$ cat config.mk
export PLATFORM = sky130hd
export DESIGN_NAME = inert_intf
export DESIGN_NICKNAME = d
export VERILOG_FILES = /design/src/rtl/inert_intf.sv
export SDC_FILE = /design/constraint.sdc
export NUM_CORES = 1
export LEC_CHECK = 0
export ABC_AREA = 1
export CAP_MARGIN = 10
export CORE_ASPECT_RATIO = 0.7
export CORE_MARGIN = 1
export CORE_UTILIZATION = 41
export DETAILED_ROUTE_END_ITERATION = 8
export PLACE_DENSITY_LB_ADDON = 0.2
export SYNTH_ARGS = -nofsm -noshare
export SYNTH_HDL_FRONTEND = slang
export SYNTH_SLANG_ARGS = --single-unit
$ cat constraint.sdc
create_clock -name clk -period 1.5 [get_ports clk]
set_input_delay 0.3 -clock clk [delete_from_list [all_inputs] [get_ports clk]]
set_output_delay 0.3 -clock clk [all_outputs]
set_load 0.01 [all_outputs]
$ cat src/rtl/inert_intf.sv
// ---------------------------------------------------------------------------
// inert_intf
//   Command sequencer placed directly in front of a 16-bit SPI master.
//   After reset it waits INIT_CYCLES clocks for the sensor to power up. It
//   then writes four configuration registers. After that, each data-ready
//   interrupt triggers a read of pitch L/H and roll L/H. The four bytes are
//   assembled into signed 16-bit words and shown with a one-cycle vld strobe.
//
// Ports
//   clk      system clock
//   rst_n    asynchronous active-low reset
//   INT      sensor data-ready interrupt (asynchronous, active-high)
//   done     SPI master done: high when idle, low while busy
//   rd_data  SPI read word; only [7:0] carries register data
//   wrt      one-cycle pulse that starts an SPI transaction
//   cmd      SPI command word, valid while wrt is high and held afterwards
//   ptch     signed pitch rate {PH,PL}
//   roll     signed roll rate  {RH,RL}
//   vld      one-cycle strobe: ptch/roll were updated this cycle
// ---------------------------------------------------------------------------
module inert_intf #(
  parameter logic [15:0] INIT_CYCLES = 16'hFFFF
) (
  input  logic        clk,
  input  logic        rst_n,
  input  logic        INT,
  input  logic        done,
  input  logic [15:0] rd_data,
  output logic        wrt,
  output logic [15:0] cmd,
  output logic [15:0] ptch,
  output logic [15:0] roll,
  output logic        vld
);

  typedef enum logic [3:0] {
    INIT_WAIT,
    INIT1,
    INIT2,
    INIT3,
    INIT4,
    WAIT_INT,
    RD_PL,
    RD_PH,
    RD_RL,
    RD_RH,
    DONE_RD
  } state_t;

  state_t      state;
  logic [15:0] init_timer;

  // Stages 1 and 2 synchronize INT. Stage 3 holds the previous value so
  // that a rising edge can be detected.
  logic int_ff1, int_ff2, int_ff3;
  logic int_event;

  // done is high while the SPI master is idle. Only a low-to-high
  // transition means a transaction has completed.
  logic done_q;
  logic xfer_cmplt;

  logic [7:0] pl, ph, rl, rh;

  always_ff @(posedge clk or negedge rst_n) begin
    if (!rst_n) begin
      int_ff1 <= 1'b0;
      int_ff2 <= 1'b0;
      int_ff3 <= 1'b0;
      done_q  <= 1'b1;
    end else begin
      int_ff1 <= INT;
      int_ff2 <= int_ff1;
      int_ff3 <= int_ff2;
      done_q  <= done;
    end
  end

  assign int_event  = int_ff2 & ~int_ff3;
  assign xfer_cmplt = done & ~done_q;

  always_ff @(posedge clk or negedge rst_n) begin
    if (!rst_n) begin
      state      <= INIT_WAIT;
      init_timer <= 16'h0000;
      wrt        <= 1'b0;
      cmd        <= 16'h0000;
      ptch       <= 16'h0000;
      roll       <= 16'h0000;
      vld        <= 1'b0;
      pl         <= 8'h00;
      ph         <= 8'h00;
      rl         <= 8'h00;
      rh         <= 8'h00;
    end else begin
      // wrt and vld are single-cycle pulses unless a state re-asserts them.
      wrt <= 1'b0;
      vld <= 1'b0;
      case (state)
        INIT_WAIT: begin
          if (init_timer == INIT_CYCLES) begin
            wrt   <= 1'b1;
            cmd   <= 16'h0D02;
            state <= INIT1;
          end else begin
            init_timer <= init_timer + 16'd1;
          end
        end
        INIT1: if (xfer_cmplt) begin
          wrt   <= 1'b1;
          cmd   <= 16'h1053;
          state <= INIT2;
        end
        INIT2: if (xfer_cmplt) begin
          wrt   <= 1'b1;
          cmd   <= 16'h1150;
          state <= INIT3;
        end
        INIT3: if (xfer_cmplt) begin
          wrt   <= 1'b1;
          cmd   <= 16'h1460;
          state <= INIT4;
        end
        INIT4: if (xfer_cmplt) state <= WAIT_INT;
        // Interrupt edges are only noticed in this state. Edges seen
        // anywhere else are dropped on purpose and are not queued.
        WAIT_INT: if (int_event) begin
          wrt   <= 1'b1;
          cmd   <= 16'hA200;
          state <= RD_PL;
        end
        RD_PL: if (xfer_cmplt) begin
          pl    <= rd_data[7:0];
          wrt   <= 1'b1;
          cmd   <= 16'hA300;
          state <= RD_PH;
        end
        RD_PH: if (xfer_cmplt) begin
          ph    <= rd_data[7:0];
          wrt   <= 1'b1;
          cmd   <= 16'hA400;
          state <= RD_RL;
        end
        RD_RL: if (xfer_cmplt) begin
          rl    <= rd_data[7:0];
          wrt   <= 1'b1;
          cmd   <= 16'hA500;
          state <= RD_RH;
        end
        RD_RH: if (xfer_cmplt) begin
          rh    <= rd_data[7:0];
          state <= DONE_RD;
        end
        // The outputs change only here, so a partly finished read never
        // appears on ptch or roll.
        DONE_RD: begin
          ptch  <= {ph, pl};
          roll  <= {rh, rl};
          vld   <= 1'b1;
          state <= WAIT_INT;
        end
        default: state <= INIT_WAIT;
      endcase
    end
  end

endmodule

==> impl_results.md <==
* Vias in the first global route at 3,341
* Core area at 9910 µm²
* Final Worst Setup Slack at -90.3 ps
* I/O pin total at 70
* Asr flop ratio synth at 100%
* Num rows at 30
* Fin crit period at 1590 ps
* CP required at 1740 ps
* Skew final at 8.91 ps
* Routed WL per cell at 14.6 µm
* GR peak layer: met1
* Clk sinks at 100
* Largest net degree at the start of global routing at 51
* Layout cells sized above 1 at 22.2%
* Final period utilization at 106%
* Startpoint type of the worst setup path: flip-flop
* Final slew viol count at 0
* Class of the most critical setup path: flip-flop to flip-flop
* WHS at 350 ps
* LEAKAGE at 3.16 nW
* DRT Pass-1 Iters at 5
* Layout Cells excl Fill at 722
* H-Tree Depth at 3
* Post-synth EDFFs at 0
* Layout fillers at 870
* Global-route met2 utilization at 29.6%
* CP arrival at 1830 ps
* RSZ-0062 raised after global routing: true
* Post-synthesis register bit count at 100
* CP max FO at 6
* IO Port Bufs at 57
* Yosys warning total at 0
* Via density per instance at 4.91
* Synth Cell Area at 4270 µm²
* Hold WC Path Type: flip-flop to flip-flop
* Initial DRC Count at 288
* Power Dens Cells at 889 nW/µm²
* Vias at 3,543
* Total CTS buffers at 9
* Die area at 10,800 µm²
* Failing checks: setup timing
* Area after DPL at 5210 µm²
* Mapped Cells at 485
* Crit. End Element: flip-flop
* Final net count at 610
* DRC at 0
* Main synth FF type: dfrtp_1
* Area growth syn-to-layout at 39.0%
* Fmax at 629 MHz
* Die Wd at 124 µm
* Final non-filler cell area at 5930 µm²
* DP Cell Count at 692
* Diode count at 0
* Outcome: complete, but fails checks
* Clk root buf: clkbuf_16
* Fin. Hold Viols at 0
* First-pass GRT wire length at 16,600 µm
* Synth Area per Inst at 8.79 µm²
* Routing usage on met1 at 30.2%
* Clock Latency Late Sink at 350 ps
* Total GRT Usage at 20.3%
* Antenna Nets Post-Route at 0
* Setup-failing EPs final at 17
* Met3 Resource Use GR at 4.65%
* Reg clk slew, reported paths at 70 ps
* Sequential share of the synthesized area at 58.7%
* Total power at 5.27 mW
* Sum Neg Setup Slack at -710 ps
* Cell variety after synth at 30
* Worst vdd ir at 0.585 mV
* Die Y at 87.3 µm
* Global route overflow at 0
* CTS tree: built
* Final RePlAce weighted congestion at 0.843
* Max Root-Sink Buffers at 2
* Routed WL at 10,600 µm
* DPL Wire Length at 6950 µm
* Initial antenna violation count at 0
* Max-cap violation count at 0
* Initial Utilization at 43.0%
-- where the power goes --
part	total, mW	switching (mW)	leakage [nW]	internal (mW)
combinational	0.136	0.0917	1.63	0.0445
clock	2.43	1.09	0.155	1.34
sequential	2.70	0.00156	1.37	2.70
total	5.27	1.19	3.16	4.08
-- registers in the layout (all words and copies together) (netlist names) --
register,count
rh,8
state,4
wrt,1
int_ff3,1
roll,16
vld,1
pl,8
rl,8
done_q,1
ptch,16
ph,8
cmd,10
int_ff1,1
init_timer,16
int_ff2,1
-- worst paths after layout --
| path | from | endpoint | slack, ps | depth (start not counted) |
|---|---|---|---|---|
| min in group asynchronous | rst_n | ptch[13] | 380 | 2 |
| setup / recovery | init_timer[0] | init_timer[7] | -90 | 10 |
| max in group asynchronous | rst_n | done_q | 520 | 3 |
| setup reg to reg | init_timer[0] | init_timer[7] | -90 | 10 |
| hold / removal | int_ff1 | int_ff2 | 350 | 0 |
| hold reg to reg | int_ff1 | int_ff2 | 350 | 0 |
-- cells in the mapped netlist, types with 6 or more instances --
cell	instances	area, µm²
o21ai_0	35	175
nand3_1	29	145
dfrtp_1	99	2480
nor2_1	17	63.8
nand2_1	197	739
xor2_1	8	70.1
inv_1	33	124
nor3_1	6	30.0
o21ai_1	6	30.0
buf_2	7	35.0
buf_4	7	52.6
-- layout make-up --
type | instances | area [µm²] | area share (%)
multi-input combinational | 335 | 1800 | 30.4
tap | 128 | 160 | 2.70
clock buffer | 9 | 225 | 3.80
sequential | 100 | 2510 | 42.3
inverter | 35 | 135 | 2.28
timing repair buffer | 108 | 1010 | 17.1
clock inverter | 7 | 87.6 | 1.48
-- cell usage in the layout (no fill, tap or decap), types with 2 or more instances in the layout --
master,n
o21ai_2,3
nand2_4,9
clkdlybuf4s50_1,10
nand2_2,10
xor2_1,7
nand3_4,3
nand3_2,10
dfrtp_1,97
dfrtp_2,2
nor3_1,3
inv_8,2
buf_12,4
clkbuf_16,9
xnor2_1,3
conb_1,4
inv_2,6
nand2_1,184
o21ai_1,14
buf_6,13
inv_6,3
nor3_2,3
dlygate4sd2_1,46
buf_4,33
inv_1,28
nand3_1,16
nand4_1,4
o21ai_0,25
nor2_2,2
o21bai_1,4
nor2_1,12
nor2_4,11
-- per-stage QoR --
stage          setup WS (ps)  utilization, %
6_report               -90.3            59.8
3_3_place_gp            -297            52.5
4_1_cts                -74.9            56.7
3_5_place_dp            -317            52.5
5_1_grt                 -154            59.8
2_1_floorplan           12.7               -
-- cells by family after synthesis --
group | count (synthesis) | synth area share, %
DFF | 100 | 58.7
buffers and inverters | 54 | 5.93
AOI/OAI and AO/OA | 50 | 6.34
adders and majority gates | 1 | 0.293
xor gates and xnor gates | 12 | 2.46
other | 1 | 0.0879
and+or+nand+nor | 267 | 26.2
-- critical path: stages (launching register included) --
cell and delay [ps]:
dfrtp_1 410, ha_4 180, nand2_4 90, nor2_4 50
nand2_2 100, nor2_4 60, nor2_4 190, buf_12 150
nand2_4 50, o21ai_1 120, nand2_1 60
-- routing by layer --
layer / vias to the layer above / part of all wire (%) / routed length (µm)
met5: - / 0 / 0
met4: 0 / 0.61 / 65
met3: 5 / 5.2 / 551
met2: 98 / 45 / 4770
met1: 1709 / 49 / 5180
li1: 1731 / - / -
-- timing repair --
item	CTS	global route
gates resized for setup	70	75
cloned	2	4
endpoints found under the setup margin	77	60
buffers inserted	3	4
hold buffers	1	0
pin swaps	9	26
endpoints found under the hold margin	20	0
Note: power is estimated with default switching activity, not from simulation.
==> patch 1, RTL diff (same settings) <==
Add an input register stage for `INT`, `done` and `rd_data`, cleared by the reset; this delays them by one clock.
--- a/src/rtl/inert_intf.sv
+++ b/src/rtl/inert_intf.sv
@@ -47,6 +47,22 @@
     DONE_RD
   } state_t;
 
+  logic INT_q;
+  logic done_r;
+  logic [15:0] rd_data_q;
+
+  always_ff @(posedge clk or negedge rst_n) begin
+    if (!rst_n) begin
+      INT_q     <= '0;
+      done_r    <= '0;
+      rd_data_q <= '0;
+    end else begin
+      INT_q     <= INT;
+      done_r    <= done;
+      rd_data_q <= rd_data;
+    end
+  end
+
   state_t      state;
   logic [15:0] init_timer;
 
@@ -69,15 +85,15 @@
       int_ff3 <= 1'b0;
       done_q  <= 1'b1;
     end else begin
-      int_ff1 <= INT;
+      int_ff1 <= INT_q;
       int_ff2 <= int_ff1;
       int_ff3 <= int_ff2;
-      done_q  <= done;
+      done_q  <= done_r;
     end
   end
 
   assign int_event  = int_ff2 & ~int_ff3;
-  assign xfer_cmplt = done & ~done_q;
+  assign xfer_cmplt = done_r & ~done_q;
 
   always_ff @(posedge clk or negedge rst_n) begin
     if (!rst_n) begin
@@ -130,25 +146,25 @@
           state <= RD_PL;
         end
         RD_PL: if (xfer_cmplt) begin
-          pl    <= rd_data[7:0];
+          pl    <= rd_data_q[7:0];
           wrt   <= 1'b1;
           cmd   <= 16'hA300;
           state <= RD_PH;
         end
         RD_PH: if (xfer_cmplt) begin
-          ph    <= rd_data[7:0];
+          ph    <= rd_data_q[7:0];
           wrt   <= 1'b1;
           cmd   <= 16'hA400;
           state <= RD_RL;
         end
         RD_RL: if (xfer_cmplt) begin
-          rl    <= rd_data[7:0];
+          rl    <= rd_data_q[7:0];
           wrt   <= 1'b1;
           cmd   <= 16'hA500;
           state <= RD_RH;
         end
         RD_RH: if (xfer_cmplt) begin
-          rh    <= rd_data[7:0];
+          rh    <= rd_data_q[7:0];
           state <= DONE_RD;
         end
         // The outputs change only here, so a partly finished read never
Behaviour: no difference found for any inputs over 10 cycles, from zero or initial values and one cycle with rst_n low; that may be too few to reach the edited logic, so the function may still have changed.
==> patch 1 against the original RTL <==
The flow finishes with violations (DRC, setup timing). Setup slack got worse by 0.027 ns. Area after synthesis increased by 9.4%. Final area increased by 4.9%. Count of clock-buffer cells in the layout unchanged. Routed wire length decreased by 2.6%. Sequential cell count increased by 10. Power increased by 5.9%. Largest cell class unchanged.
==> patch 1: results (changes against the original RTL) <==
metric	value	unit	change
outcome	finished, violations left		unchanged
failing checks	DRC, setup timing		was setup timing
hold path startpoint	INT_q		was int_ff1
sequential element share of the synthesized area	59.02	%	was 58.70%
total global-route track usage	18.72	%	was 20.31%
vias per cell	4.658		was 4.907
setup ws final	-0.1174	ns	was -0.09027 ns
# setup viols final	26		was 17
routed wire length	10300	µm	was 10570 µm
initial drt markers	179		was 288
Layout Skew	0.007829	ns	was 0.008907 ns
Worst R2R Start	init_timer[0]		unchanged
critical path arrival	1.90	ns	was 1.83 ns
Min Hold Slack	0.3576	ns	was 0.3495 ns
number of global-route vias before repair	3484		was 3341
nets	649		was 610
Mapped Cells	513		was 485
Finished Layout Cells	786		was 722
Compound-Gate Fraction of Synth Area	5.417	%	was 6.336%
max incr delay on CP	0.37	ns	was 0.41 ns
DRC viols	1		was 0
reg2reg end	state[3]		was init_timer[7]
hpwl dp	7206	µm	was 6952 µm
dominant cells by area after synthesis	dfrtp_1, nand2_1, o21ai_0		unchanged
first-pass GRT wire length	17060	µm	was 16640 µm
routability cong.	0.8548		was 0.8434
R2R cell count	11		was 10
clock-pin slew on the worst setup and hold paths	0.08	ns	
xor and xnor fraction of the mapped netlist area	2.574	%	was 2.464%
Leak	3.353	nW	was 3.156 nW
First-pass DRT Iterations	7		was 5
Distinct cells, synth	29		was 30
layout cell share with drive strength beyond 1	22.12	%	was 22.22%
Hold Path End	int_ff1		was int_ff2
Adder-Cell Fraction of Synth Area	0.2682	%	was 0.2933%
crit-path max FO	6		unchanged
H-Tree Depth	3		unchanged
placed cells	759		was 692
Setup TNS	-1.637	ns	was -0.7102 ns
DP Area	5769	µm²	was 5206 µm²
Synth top cells by count	nand2_1, dfrtp_1, inv_1, o21ai_0, nand3_1		was nand2_1, dfrtp_1, o21ai_0, inv_1, nand3_1
Net Sw Frac	22.05	%	was 22.50%
largest net degree at the start of global routing	34		was 51
## patch 1: cell count changes in the layout (fill, tap and decap cells not counted), moves of 7 or more
cell and delta:
nand2_1 +20, buf_4 +18, buf_6 -9, dfrtp_1 +8
nand2_4 -8, nand3_2 -7, nor2_1 +7, o21ai_1 -7
o21ai_2 +7
## patch 1: layer usage
metal | GRT usage [%] | vias to the layer above | routed length, µm
li1 | - | 1832 | -
met1 | 27.48 | 1747 | 5272
met2 | 28.00 | 72 | 4518
met3 | 4.125 | 10 | 393
met4 | 4.651 | 0 | 110
met5 | 0 | - | 0
## patch 1: through the flow
stage / worst slack [ns] / util (%)
floorplan: 0.003942 / -
global placement: -0.08139 / 52.21
detailed placement: -0.1286 / 52.21
CTS: -0.1164 / 54.95
global route: -0.2223 / 56.30
finish: -0.1174 / 56.30
## patch 1: how the worst max path moves through the flow
stage                             start       endpoint  slack, ns  cells after the start
final                     init_timer[0]       state[3]      -0.12                     11
after global routing      init_timer[0]       state[2]      -0.22                     11
after CTS                 init_timer[1]       state[2]      -0.12                     11
after detailed placement  init_timer[1]       state[2]      -0.13                     11
after global placement    init_timer[0]       state[1]      -0.08                     11
after floorplan           init_timer[0]  init_timer[5]      0.004                      9
## patch 1: power groups by stage
stage	clock (mW)	combinational, mW	sequential (mW)
floorplan	0	0.0288	3.05
global placement	0	0.139	3.05
detailed placement	0	0.141	3.05
CTS	2.50	0.144	2.99
global route	2.62	0.160	2.99
finish	2.45	0.139	2.99
## patch 1: layout make-up
type	instances	area [µm²]
flip-flops and latches	110	2759
multi-input cells	350	1747
clock buffers	9	225.2
repair buffers	118	1061
clock inverters	7	82.58
repair inverters	1	5.005
inverters	38	150.1
fillers	1044	4830
well taps	153	191.4
## patch 1: what timing repair did
item / CTS / global route
hold buffers: 1 / 0
gates resized for setup: 51 / 27
endpoints found under the setup margin: 75 / 95
cloned: 1 / 2
setup buffers: 1 / 6
pin swaps: 4 / 9
endpoints found under the hold margin: 17 / 0
## patch 1: cell families (layout without fill, tap and decap cells)
logic type | count (synthesis) | count (layout)
compound gates | 43 | 43
xor+xnor | 12 | 12
simple gates | 288 | 290
fa+ha+maj | 1 | 1
buf+inv | 58 | 173
other cells | 1 | 4
flops | 110 | 110
## patch 1: worst max-delay path, delay by kind of cell, from the launching register on
family | cells | cell delay [ns]
adders and majority gates | 1 | 0.20
buffers and inverters | 2 | 0.26
DFF | 1 | 0.37
and+or+nand+nor | 8 | 0.73
==> patch 2, RTL diff (same flow settings) <==
Made on the original files. The 11 states of `state_t` get a one-hot encoding in 11 bits.
--- a/src/rtl/inert_intf.sv
+++ b/src/rtl/inert_intf.sv
@@ -33,18 +33,18 @@
   output logic        vld
 );
 
-  typedef enum logic [3:0] {
-    INIT_WAIT,
-    INIT1,
-    INIT2,
-    INIT3,
-    INIT4,
-    WAIT_INT,
-    RD_PL,
-    RD_PH,
-    RD_RL,
-    RD_RH,
-    DONE_RD
+  typedef enum logic [10:0] {
+    INIT_WAIT = 11'b00000000001,
+    INIT1     = 11'b00000000010,
+    INIT2     = 11'b00000000100,
+    INIT3     = 11'b00000001000,
+    INIT4     = 11'b00000010000,
+    WAIT_INT  = 11'b00000100000,
+    RD_PL     = 11'b00001000000,
+    RD_PH     = 11'b00010000000,
+    RD_RL     = 11'b00100000000,
+    RD_RH     = 11'b01000000000,
+    DONE_RD   = 11'b10000000000
   } state_t;
 
   state_t      state;
Formal check against the unedited RTL: no difference found for any inputs over 10 cycles, from zero or initial values and one cycle with rst_n low; not proved beyond that.
==> patch 2 against the original RTL <==
Final area grew 24%. Non-clock buffer count grew 53. The run still ends with setup timing left. Sequential cell count grew 7. Global-route usage grew 2.6 points. Via count grew 14%. Setup slack lost 0.18 ns. Count of clock-buffer cells in the layout is the same. Routed wire length grew 22%. Critical path type unchanged. Area after synthesis grew 7.1%. First-iteration DRC count grew 10%.
Power is not compared: it rests on default switching activity, and its combinational part moved more than twofold at a synthesized area within 25%.
==> patch 2: results (changes against the original RTL) <==
metric	value	unit	change
Syn Area/Cell	9.008	µm²	was 8.795 µm²
first-pass GRT wire length	20400	µm	was 16640 µm
# setup viols final	100		was 17
fillcell total	764		was 870
buffer share of cell area	22.93	%	was 17.12%
Synth top cells by count	nand2_1, dfrtp_1, inv_1, o21ai_0, nand3_1		was nand2_1, dfrtp_1, o21ai_0, inv_1, nand3_1
hpwl dp	7272	µm	was 6952 µm
Crit-path slowest cell	dfrtp_2		was dfrtp_1
failing checks	setup timing		unchanged
sequential element share of the synthesized area	58.68	%	was 58.70%
clock buf count	9		unchanged
Worst R2R Start	state[5]		was init_timer[0]
max incr delay on CP	0.45	ns	was 0.41 ns
placed cells	764		was 692
outcome	finished, violations left		unchanged
invs w/o clock	55		was 35
Layout Skew	0.008072	ns	was 0.008907 ns
Sink Count	107		was 100
reg2reg end	rh[0]		was init_timer[7]
post-DR wirelength/cell	15.77	µm	was 14.64 µm
Root Driver	clkbuf_16		unchanged
Min Hold Slack	0.3638	ns	was 0.3495 ns
total global-route track usage	22.95	%	was 20.31%
dominant cells by area after synthesis	dfrtp_1, nand2_1, o21ai_0		unchanged
critical path arrival	2.04	ns	was 1.83 ns
nets	685		was 610
routed wire length	12870	µm	was 10570 µm
Comb pwr share	19.8	%	
Seq area share	36.43	%	was 42.28%
clk cell area share	4.063	%	was 5.276%
multi-input gates	330		was 335
number of global-route vias before repair	4118		was 3341
Distinct cells, synth	32		was 30
crit-path max FO	8		was 6
largest net degree at the start of global routing	37		was 51
initial drt markers	318		was 288
layout cell share with drive strength beyond 1	43.26	%	was 22.22%
Non-clock buffers	161		was 108
setup ws final	-0.2668	ns	was -0.09027 ns
area of the multi-input gates	2300	µm²	was 1799 µm²
routability cong.	0.8034		was 0.8434
Setup TNS	-16.09	ns	was -0.7102 ns
vias per cell	4.953		was 4.907
==> patch 2: changes by cell type in the layout (fill, tap and decap cells not counted), moves of 10 or more <==
cell     change
o21ai_0     -14
buf_4       +30
o21ai_2     +13
inv_1       +23
nand2_4     +24
o21ai_1     +10
nand2_1     -96
nand2_2     +43
nand3_2     +11
==> patch 2: logic make-up after synthesis <==
family / synth area share [%]
and+or+nand+nor: 25.10
DFF: 58.68
buffers and inverters: 7.013
AOI/OAI and AO/OA: 5.918
xor gates and xnor gates: 2.685
adders and majority gates: 0.2739
other: 0.08211
muxes: 0.2466
==> patch 2: how the worst max path moves through the flow <==
stage,endpoint,slack (ns),depth (start not counted),from
6_report,rh[0],-0.27,10,state[5]
4_1_cts,init_timer[9],-0.18,7,state[10]
3_3_place_gp,rl[2],-0.25,7,done
5_1_grt,rh[0],-0.36,10,state[5]
2_1_floorplan,cmd[1],-0.04,12,state[0]
3_5_place_dp,rl[4],-0.30,8,done
==> patch 2: timing repair <==
action	CTS	global route
setup endpoints to repair	149	103
endpoints found under the hold margin	19	0
gates cloned	14	4
hold buffers	1	0
resized for setup	209	92
pin swaps	56	25
setup buffers	18	2
==> patch 2: metal layers <==
layer,global-route usage (%),wire (µm),up-vias
met1,31.94,5731,1978
li1,-,-,1902
met4,7.255,165,0
met5,0,0,-
met3,5.036,719,20
met2,35.82,6255,142
==> patch 2: per-stage QoR <==
step                instance area (µm²)  worst slack, ns
finish                             7360          -0.2668
global route                       7360          -0.3643
CTS                                6932          -0.1812
detailed placement                 5813          -0.3002
global placement                   5813          -0.2541
floorplan                          4588         -0.03867
